==> config.mk <==
export PLATFORM = sky130hd
export DESIGN_NAME = ram_port_b_arbiter
export DESIGN_NICKNAME = d
export VERILOG_FILES = /design/src/rtl/ram_port_b_arbiter.sv
export SDC_FILE = /design/constraint.sdc
export NUM_CORES = 1
export LEC_CHECK = 0
export BUFFER_PORTS_ARGS = -buffer_cell sky130_fd_sc_hd__buf_2
export CORE_AREA = 3 3 610 612
export DETAILED_ROUTE_END_ITERATION = 8
export DIE_AREA = 0 0 613 615
export MAX_ROUTING_LAYER = met4
export PLACE_DENSITY = 0.3
export SLEW_MARGIN = 40
export SYNTH_ARGS = -nofsm -noshare
export SYNTH_HDL_FRONTEND = slang
export SYNTH_SLANG_ARGS = --single-unit
==> constraint.sdc <==
create_clock -name clk -period 2.3 [get_ports clk]
set_input_delay 0.46 -clock clk [delete_from_list [all_inputs] [get_ports clk]]
set_output_delay 0.46 -clock clk [all_outputs]
set_load 0.02 [all_outputs]
==> src/rtl/ram_port_b_arbiter.sv <==
// ram_port_b_arbiter: round-robin sharing of operand RAM port B among NREQ
// internal requesters. The grant (ack) is combinational and the access is
// captured into the registered port-B outputs on the same edge, so one
// access can issue every cycle. Read tags ride a (1+RAM_LAT)-deep pipeline,
// which routes each read's data back to the requester that issued it.
//
// Optional feature: define ORI_ARB_LOCK_EN to add the lock[] input. A
// granted requester holding lock becomes owner and keeps exclusive access
// until its lock drops.
module ram_port_b_arbiter #(
  parameter int DATA    = 256,
  parameter int ADDR    = 5,
  parameter int NREQ    = 3,
  parameter int RAM_LAT = 1
) (
  input  logic                     clk,
  input  logic                     rst_n,
  input  logic                     arb_en,
  input  logic [NREQ-1:0]          req,
  input  logic [NREQ-1:0]          we,
  input  logic [NREQ*(ADDR+1)-1:0] addr,
  input  logic [NREQ*DATA-1:0]     wdata,
`ifdef ORI_ARB_LOCK_EN
  input  logic [NREQ-1:0]          lock,
`endif
  output logic [NREQ-1:0]          ack,
  output logic [NREQ-1:0]          rvalid,
  output logic [DATA-1:0]          rdata,
  output logic                     b_w,
  output logic [ADDR:0]            b_adbus,
  output logic [DATA-1:0]          b_data_in,
  input  logic [DATA-1:0]          b_data_out
);

  localparam int PW = (NREQ > 1) ? $clog2(NREQ) : 1;

  logic [PW-1:0]   ptr;
  logic [NREQ-1:0] elig;
  logic [NREQ-1:0] grant;
  logic [PW-1:0]   win;
  logic            hit;
  logic            rd_push;
  logic [NREQ-1:0] tag_pipe [0:RAM_LAT];

`ifdef ORI_ARB_LOCK_EN
  logic            own_vld;
  logic [PW-1:0]   own_idx;
  logic            own_hold;

  // The owner keeps exclusive eligibility only while its lock is still high;
  // in the release cycle everyone competes again from the pointer.
  assign own_hold = own_vld && lock[own_idx];

  // Eligibility mask: only the owner while it holds, otherwise all requesters.
  always_comb begin
    elig = '0;
    if (arb_en) begin
      if (own_hold) elig = req & (NREQ'(1) << own_idx);
      else          elig = req;
    end
  end

  // Ownership register: taken on a locked grant, dropped when lock falls.
  always_ff @(posedge clk or negedge rst_n) begin
    if (!rst_n) begin
      own_vld <= 1'b0;
      own_idx <= '0;
    end else if (hit && lock[win]) begin
      own_vld <= 1'b1;
      own_idx <= win;
    end else if (own_vld && !lock[own_idx]) begin
      own_vld <= 1'b0;
    end
  end
`else
  // Eligibility mask: pure round-robin over the raw requests.
  always_comb begin
    elig = arb_en ? req : '0;
  end
`endif

  // Round-robin search starting at the pointer and wrapping past NREQ-1.
  always_comb begin
    int idx;
    grant = '0;
    win   = '0;
    hit   = 1'b0;
    idx   = 0;
    for (int k = 0; k < NREQ; k++) begin
      idx = int'(ptr) + k;
      if (idx >= NREQ) idx = idx - NREQ;
      if (!hit && elig[idx]) begin
        hit = 1'b1;
        win = PW'(idx);
      end
    end
    if (hit) grant[win] = 1'b1;
  end

  assign ack     = rst_n ? grant : '0;
  assign rd_push = hit && !we[win];
  assign rvalid  = tag_pipe[RAM_LAT];
  assign rdata   = b_data_out;

  // Capture the winner's access into the port-B registers and advance the pointer.
  always_ff @(posedge clk or negedge rst_n) begin
    if (!rst_n) begin
      b_w       <= 1'b0;
      b_adbus   <= '0;
      b_data_in <= '0;
      ptr       <= '0;
    end else if (hit) begin
      b_w       <= we[win];
      b_adbus   <= addr[int'(win)*(ADDR+1) +: (ADDR+1)];
      b_data_in <= wdata[int'(win)*DATA +: DATA];
      ptr       <= (win == PW'(NREQ-1)) ? '0 : win + PW'(1);
    end else begin
      b_w       <= 1'b0;
    end
  end

  // Read-tag pipeline: stage 0 is loaded at the grant edge, the last stage
  // lines up with the RAM's read data.
  always_ff @(posedge clk or negedge rst_n) begin
    if (!rst_n) begin
      for (int s = 0; s <= RAM_LAT; s++) tag_pipe[s] <= '0;
    end else begin
      tag_pipe[0] <= rd_push ? grant : '0;
      for (int s = 1; s <= RAM_LAT; s++) tag_pipe[s] <= tag_pipe[s-1];
    end
  end

endmodule

# After elaboration in Yosys (flattened, before gate mapping)
# Cells that the tools add are included.
# W data, S select, Z words.
# op_classes
addsub	6
muxes	28
n_shift	2
n_reduce_logical	7
n_lt_le_gt_ge	8
n_mul	1
eq_ne	1
# ops
cell	count
$shiftx A768 B11 Y256	1
$lt A32 B4 Y1 const B	3
$mux W32	3
$shiftx A18 B6 Y6	1
$mux W1	12
$mux W3	4
$bmux W1 S2	4
$mux W2	4
$sub A3 B2 Y4 const B	2
$ge A3 B2 Y1 const B	2
$logic_and A1 B1 Y1	4
$mul A2 B2 Y4 const B	1
$add A2 B1 Y3 const B	1
$add A2 B2 Y3 const B	1
$logic_not A1 Y1	3
$lt A2 B3 Y1 const B	1
$sub A2 B2 Y3 const B	1
$add A2 B1 Y2 const B	1
$demux W1 S2	1
$eq A2 B2 Y1 const B	1
$ge A2 B1 Y1 const B	1
$ge A2 B2 Y1 const B	1
# totals
output_inout_bits	525
wordCells	59
input_bits	1051
ff_bits	271

# Logic depth before layout (Yosys ltp)
# Gate-level depths: netlist (run 1).
# logic_depth
depth_word	18
depth_mapped	11
ltp_nobuf	8

# Least setup slack after synthesis (run 1)
# OpenSTA, ideal clock, no wires.
# synth_timing
path_kind	reg-to-output
start	reg ptr[0]
end	out ack[0]
t_required_ns	1.840
path_buffers	2
stages_incl_launch_ff	10
setup_slack_ns	-0.252
t_arrival_ns	2.092
path_cell_list	dfrtp_1 > inv_1 > ha_1 > buf_4 > and4bb_2 > nor3_2 > nor2b_1 > nand4b_2 > clkbuf_1 > nor2_1
# synth_between
elab_chain_cells	18
elab_cells_between_ends	37
# synth_rtl
item	line	text
from (decl)	37	logic [PW-1:0] ptr;
from (signal assigned)	116	ptr <= (win == PW'(NREQ-1)) ? '0 : win + PW'(1);
branches (longest 16 deep; another with $sub A3 B2 Y4)	n/a	
$mux W3 *	97	if (hit) grant[win] = 1'b1;
$mux W3 *	100	assign ack = rst_n ? grant : '0;
to (decl)	26	output logic [NREQ-1:0] ack,
# Every way passes the cells marked *. The select of a mux whose other input is x is not followed.

# Worst setup path after layout (run 1)
# Ends and elaborated chain as after synthesis.

==> results of run 1 <==
## layer usage
metal | part of all wire [%] | GRT usage (%) | vias to the layer above | wire, µm
met4 | 3.6 | 3.500 | 0 | 8275
met2 | 46 | 19.10 | 1491 | 105300
met1 | 39 | 13.84 | 10844 | 89770
met3 | 11 | 4.947 | 567 | 25400
met5 | 0 | - | - | 0
li1 | - | - | 8931 | -
## worst max path at each step
stage	end	cells after the start
2_1_floorplan	ack[0]	8
3_3_place_gp	b_w	9
6_report	ack[0]	9
3_5_place_dp	ack[1]	8
4_1_cts	ack[1]	8
5_1_grt	ack[0]	9
## area by class of cell
cell class                 count  share of cell area (%)
antenna                      101                  0.6607
multi-input combinational    728                   17.22
clock buffer                  60                   3.333
tap                         4837                   15.82
clock inverter                23                  0.6770
inverter                     119                   1.174
timing repair buffer        2038                   43.38
sequential                   271                   17.73
## worst max-delay path, delay by kind of cell (launching register included)
family / cells / cell delay (ps)
compound gates: 1 / 260
fa+ha+maj: 1 / 170
flops: 1 / 420
simple gates: 3 / 380
buf+inv: 4 / 610
## registers in the layout, indices dropped and copies added, names as in the netlist
name       flops
ptr            2
tag_pipe       3
b_w            1
b_adbus        6
b_data_in    256
rvalid         3
## power by group
part | switching (mW) | total, mW | internal (mW)
Clock | 3.43 | 7.69 | 4.26
Combinational | 15.9 | 27.8 | 11.8
Sequential | 1.96 | 9.22 | 7.27
## Yosys cell counts, drive strengths merged, types with 2 or more instances
| master | n |
|---|---|
| nand3b | 2 |
| o21ai | 264 |
| a222oi | 114 |
| nand2b | 5 |
| nor3b | 2 |
| a21oi | 3 |
| dfrtp | 271 |
| ha | 3 |
| inv | 119 |
| nor2 | 6 |
| buf | 329 |
| clkbuf | 48 |
| mux2i | 149 |
| a22oi | 149 |
| nand2 | 5 |
| nor2b | 5 |
## kinds of logic (layout without fill, tap and decap cells)
kind of cell | Yosys count | in the layout | share of synthesized area (%)
compound gates | 542 | 542 | 24.44
mux | 150 | 150 | 9.825
other cells | 0 | 101 | 0
fa+ha+maj | 3 | 3 | 0.2454
buf+inv | 496 | 2240 | 19.78
flops | 271 | 271 | 44.34
simple gates | 33 | 33 | 1.374
## timing repair
item / CTS / global route
resized for setup: 312 / 107
pin swaps: 183 / 72
hold buffers: 733 / 0
buffers inserted: 69 / 9
endpoints found under the setup margin: 271 / 271
gates cloned: 46 / 0
endpoints found under the hold margin: 309 / 0
## through the flow
stage,hold slack [ps],TNS (ps),power [mW],setup slack [ps],std cells
2_1_floorplan,164.4,0,18.92,3.845,1495
3_3_place_gp,339.2,-109430,29.23,-586.2,7145
3_5_place_dp,334.7,-108830,29.34,-551.8,7145
4_1_cts,0.6247,-158300,45.07,-881.4,8072
5_1_grt,25.97,-163890,46.99,-862.5,8156
6_report,104.3,-134840,44.68,-707.2,8177
==> results.md, run 1 <==
- Run status: complete, but fails checks
- Failing checks: DRC, setup timing
- Yosys reg bits: approximately 270
- Yosys warning count: 0
- CP startpoint: ptr[0]
- Top-area cell type share of the netlist area: 44.34%
- Full die area: roughly 380,000 µm²
- Mapped cell area: 15,290 µm²
- Layout area overhead: 150.1%
- Final Wtd Congestion: slightly below 0.9
- WL final: 228,700 µm
- Slew Viols, Final: 0
- Layout Utilization: 10.39%
- Global route overflow: 0
- First-pass GRT wire length: 280,100 µm
- HPWL Detailed: 193,900 µm
- Tot GR Track Use: 12.05%
- R2R cell count: 18
- Leading area contributor after synthesis: dfrtp_1
- CTS tree: done
- I/O pin count: 1,576
- Syn Inst Count: 1,495
- Layout cells sized above 1: 50.02%
- Min-Delay Endpoint: b_data_in[240]
- Top FF cell, synth: dfrtp_1
- Maximum number of pins on one net before global-route repair: 105
- Top cells by area, synth: dfrtp_1 44%, buf_4 13%, mux2i_1 9.8%
- Power density cells: 1168 nW/µm²
- Placed cell area: 25,640 µm²
- Max FO, Critical Path: 11
- Clk sink count: approximately 270
- Routed Antenna Nets: 0
- Worst VDD drop: 0.0005444 V
- Most frequent CP cell: buf_4
- DIE HEIGHT: 615 µm
- R2R Path End: b_data_in[42]
- Final hold vios: 0
- Reg-to-Reg Start: ptr[0]
- WHS Path Cells: 3
- Drt pass-1 iters: 9
- Final setup fails: 270
- Final period util: 130.7%
- Hold WC Path Type: in2reg
- Via count: between 20,000 and 25,000
- CTS Buf Count: between 40 and 50
- R2r setup slk: -640 ps
- Worst-Skew Late Latency: 710 ps
- Fraction of registers with async set or reset after synthesis: 100.0%
- Vias in the first global route: roughly 22,000
- DR vias/cell: 2.670
- Max Buffers Root-to-Sink: 3
- Initial antenna violation count: 282
- Sequential share of the synthesized area: 44.34%
- Critical Path RT: about 1800 ps
- Initial core utilization: 4.156%
- Seq. cell area: 6783 µm²
- Worst Path Arrival: 2550 ps
- H-tree level count: 2
- Multi-input logic area: ~6600 µm²
- Worst path max stage delay: 420 ps
- Post-route DRC: 3
- Worst slew pin tran: 733.1 ps
- Max cap viols: 0
- Post-Syn Area per Cell: 10.23 µm²
- # fillers: between 40,000 and 50,000
- Cells along the critical path: buf_4 > ha_4 > buf_12 > nor2b_4 > o2111ai_4 > buf_4 > nand4b_4 > nor2_4 > buf_6
- NumNets Final: 4,259
- Layout Skew: 29.55 ps
- Number of synthesized flops with an enable pin: 0
- Highest Clock Rate: around 0.33 GHz
- RSZ-0062 raised after global routing: yes
- Most common cell after layout, fill and taps aside: buf_2
- Post-synthesis net count: 2,549
- Design Area, Final: 38,250 µm²
- Worst Slack Setup Final: -707.2 ps
- Crit-path slowest cell: dfrtp_2
- CP Class: reg2out
- Slew margin rel.: slightly above 50%
- Row cnt: 223
- Netlist cell types: 43
- Clk pin slew, worst setup/hold paths: around 60 ps
- Initial DRC count: 2,148
- Hold wc startpoint: wdata[752]
- Die Width: 613 µm
- CTS Root Cell: clkbuf_16
- Placeable Area: 368,000 µm²
- Cell leakage power: roughly 17 nW
- CP startpoint kind: flip-flop
- IO Port Bufs: around 1,100
- Fin crit period: 3007 ps
- Routed wire per std cell: between 20 and 30 µm
- Commonest cells after routing, fill and taps aside: 1,059 x buf_2, 733 x dlygate4sd3_1, 270 x dfrtp_1
- CP endpoint kind: output port
Note: power is estimated with default switching activity, not from simulation.
==> run 2, diff against run 1 <==
- CORE_AREA: 3 3 610 612 -> 3 3 620 622
- DIE_AREA: 0 0 613 615 -> 0 0 623 625
- clock period: 2.3 -> 3.08 ns (I/O delays scaled with it)
==> run 2 against run 1 <==
- sequential share of layout area is 6.2 points higher
- register-to-register slack better by 670 ps
- the run ends with setup timing left
- largest cell class unchanged
- combinational power down 47%
==> results.md, run 2 (synthesis gave the netlist of run 1 again) <==
- Run status: complete, but fails checks
- Failing checks: setup timing
- Layout Utilization: 7.471% (-2.9 points)
- Full die area: 389,400 µm² (+3.3%)
- Top Registers: b_data_in (256), b_adbus (6)
- Gate power share: 53.8% (-8.3 points)
- I/O pin count: 1,576 (unchanged)
- Worst Slack Setup Final: -40.29 ps (+666.9 ps)
- Seq pwr share: 24.8% (+4.2 points)
- Placed cell area: 25,190 µm² (-1.8%)
- Design Area, Final: 28,310 µm² (-26%)
- Critical Path RT: 2460 ps (+620 ps)
- Top reg by flops: b_data_in
- Most common cell after layout, fill and taps aside: buf_2
- Sw Share: 48.76% (+1.0 points)
- Maximum number of pins on one net before global-route repair: 116 (+10%)
- Cell leakage power: 12.24 nW (-26%)
- WL final: 219,400 µm (-4.1%)
- Setup total negative slack: -40.29 ps (+134,800 ps)
- Met1 Track Usage GR: 11.36% (-2.5 points)
- HPWL Detailed: 196,200 µm (+1.2%)
- Clock power share: 21.4% (+4.2 points)
- Worst-Skew Late Latency: 730 ps (+20 ps)
- Max Buffers Root-to-Sink: 3 (unchanged)
- Met2 Use GR: 18.46% (-0.64 points)
- CTS tree: done
- Hold WC Path Type: in2reg
- Commonest cells after routing, fill and taps aside: 1,059 x buf_2, 270 x dfrtp_1, 232 x o21ai_1
- Global route overflow: 0 (unchanged)
- M3 GR Usage: 6.088% (+1.1 points)
- H-tree level count: 2 (unchanged)
- Final setup fails: 1 (-99.6%)
- Clk sink count: 271 (unchanged)
- Initial DRC count: 1,955 (-9.0%)
- Layout Skew: 74.83 ps (+45.28 ps)
- DIE HEIGHT: 625 µm (+1.6%)
- Reg-to-Reg Start: ptr[0]
- Hold wc startpoint: wdata[446]
- Max reg flops: 256 (unchanged)
- NumNets Final: 3,436 (-19%)
- Routed wire per std cell: 29.12 µm (+4.1%)
- Slew margin rel.: 46.61% (-4.5 points)
- Layout cells sized above 1: 53.33% (+3.3 points)
- IO Port Bufs: 1,063 (unchanged)
- Worst Path Arrival: 2500 ps (-50 ps)
- Vias in the first global route: 17,401 (-22%)
- Final period util: 101.3%
- Tot GR Track Use: 11.10% (-0.95 points)
- Highest Clock Rate: between 0.3 and 0.4 GHz
- Initial core utilization: 4.036% (-0.12 points)
- Fin crit period: between 3000 and 4000 ps
- Row cnt: 226 (+1.3%)
- Max cap viols: 0 (unchanged)
- Layout area overhead: 85.10%
- CP startpoint kind: flip-flop
- Post-route DRC: 0 (-3)
- Worst slew pin tran: 800.8 ps (+67.72 ps)
- Power density cells: 969.1 nW/µm² (-17%)
- Final hold vios: 0 (unchanged)
- Die Width: 623 µm (+1.6%)
- Routed Antenna Nets: 0 (unchanged)
- Via count: 18,288 (-16%)
- Final Wtd Congestion: 0.8850 (-1.1%)
- CTS Buf Count: 46 (-2.1%)
- Power Internal: 14.06 mW (-40%)
- RSZ-0062 raised after global routing: yes
- CTS Root Cell: clkbuf_16
- Grt peak-use layer: met2
- CP endpoint kind: output port
- Slew Viols, Final: 0 (unchanged)
- Drt pass-1 iters: 9 (unchanged)
- DR vias/cell: 2.427 (-9.1%)
- P_sw: 13.38 mW (-37%)
- Clk pin slew, worst setup/hold paths: 60 ps (about the same)
- Worst VDD drop: 0.0005744 V (+5.5%)
- CP startpoint: ptr[0]
- Max FO, Critical Path: 3 (-8)
- Initial antenna violation count: 323 (+15%)
- CP Class: reg2out
- Placeable Area: 378,900 µm² (+3.0%)
- First-pass GRT wire length: 258,800 µm (-7.6%)
run 2: cell types whose count changed in the layout (fill, tap and decap cells not counted), moves of 9 or more:
cell           delta
buf_4            -20
o21ai_1          +86
a22oi_1          +80
buf_6            -20
mux2i_4           +9
buf_16           -48
mux2i_1          -15
o21ai_0          +29
buf_8            -13
buf_12           -42
a22oi_2          -80
o21ai_2         -114
dlygate4sd3_1   -683
run 2: critical path: stages (launching register included):
cell	delay (ps)
dfrtp_1	380
buf_4	140
ha_4	160
mux2i_4	270
o22ai_4	120
or3_4	410
nand4b_4	120
nor2_4	40
buf_6	130
run 2: routing by layer:
metal  vias up  part of all wire [%]
li1       7239                     -
met5         -                     0
met2      1555                    48
met4         0                   3.7
met3       647                    13
met1      8847                    35
run 2: final timing paths:
check	depth (start not counted)	end	slack, ps
hold / removal	3	b_data_in[190]	130
setup / recovery	8	ack[0]	-40
hold reg to reg	0	rvalid[2]	350
max in group asynchronous	4	b_data_in[55]	1570
setup reg to reg	16	b_data_in[225]	30
min in group asynchronous	3	b_data_in[255]	610
run 2: power by group through the flow:
| stage | Combinational (mW) | Clock, mW | Sequential (mW) |
|---|---|---|---|
| 6_report | 14.8 | 5.87 | 6.79 |
| 2_1_floorplan | 5.57 | 0 | 8.53 |
| 3_5_place_dp | 14.4 | 0 | 6.79 |
| 3_3_place_gp | 14.4 | 0 | 6.79 |
| 5_1_grt | 15.9 | 6.40 | 6.96 |
| 4_1_cts | 14.9 | 6.30 | 6.77 |
run 2: final cells by class:
class	instances	area [µm²]
Antenna cell	103	257.7
Clock inverter	19	306.5
Sequential cell	271	6783
Multi-Input combinational cell	728	5833
Inverter	119	446.7
Fill cell	44511	350600
Clock buffer	64	1289
Tap cell	5016	6276
Timing Repair Buffer	1216	7118
run 2: through the flow:
stage | hold WS, ps | total power, mW | worst slack [ps] | std cells
after floorplan | 320.4 | 14.10 | 371.9 | 1495
after global placement | 341.8 | 21.14 | 128.2 | 7265
after detailed placement | 340.2 | 21.19 | 115.9 | 7265
after CTS | 0.6757 | 27.94 | -183.0 | 7413
after global routing | 37.16 | 29.26 | -182.4 | 7517
final | 127.9 | 27.44 | -40.29 | 7536
run 2: what timing repair did:
item / in CTS / in global routing
gates resized for setup: 46 / 34
endpoints found under the hold margin: 52 / 0
cloned: 1 / 5
pin swaps: 5 / 0
setup endpoints to repair: 3 / 52
setup buffers: 14 / 15
hold buffers: 50 / 0
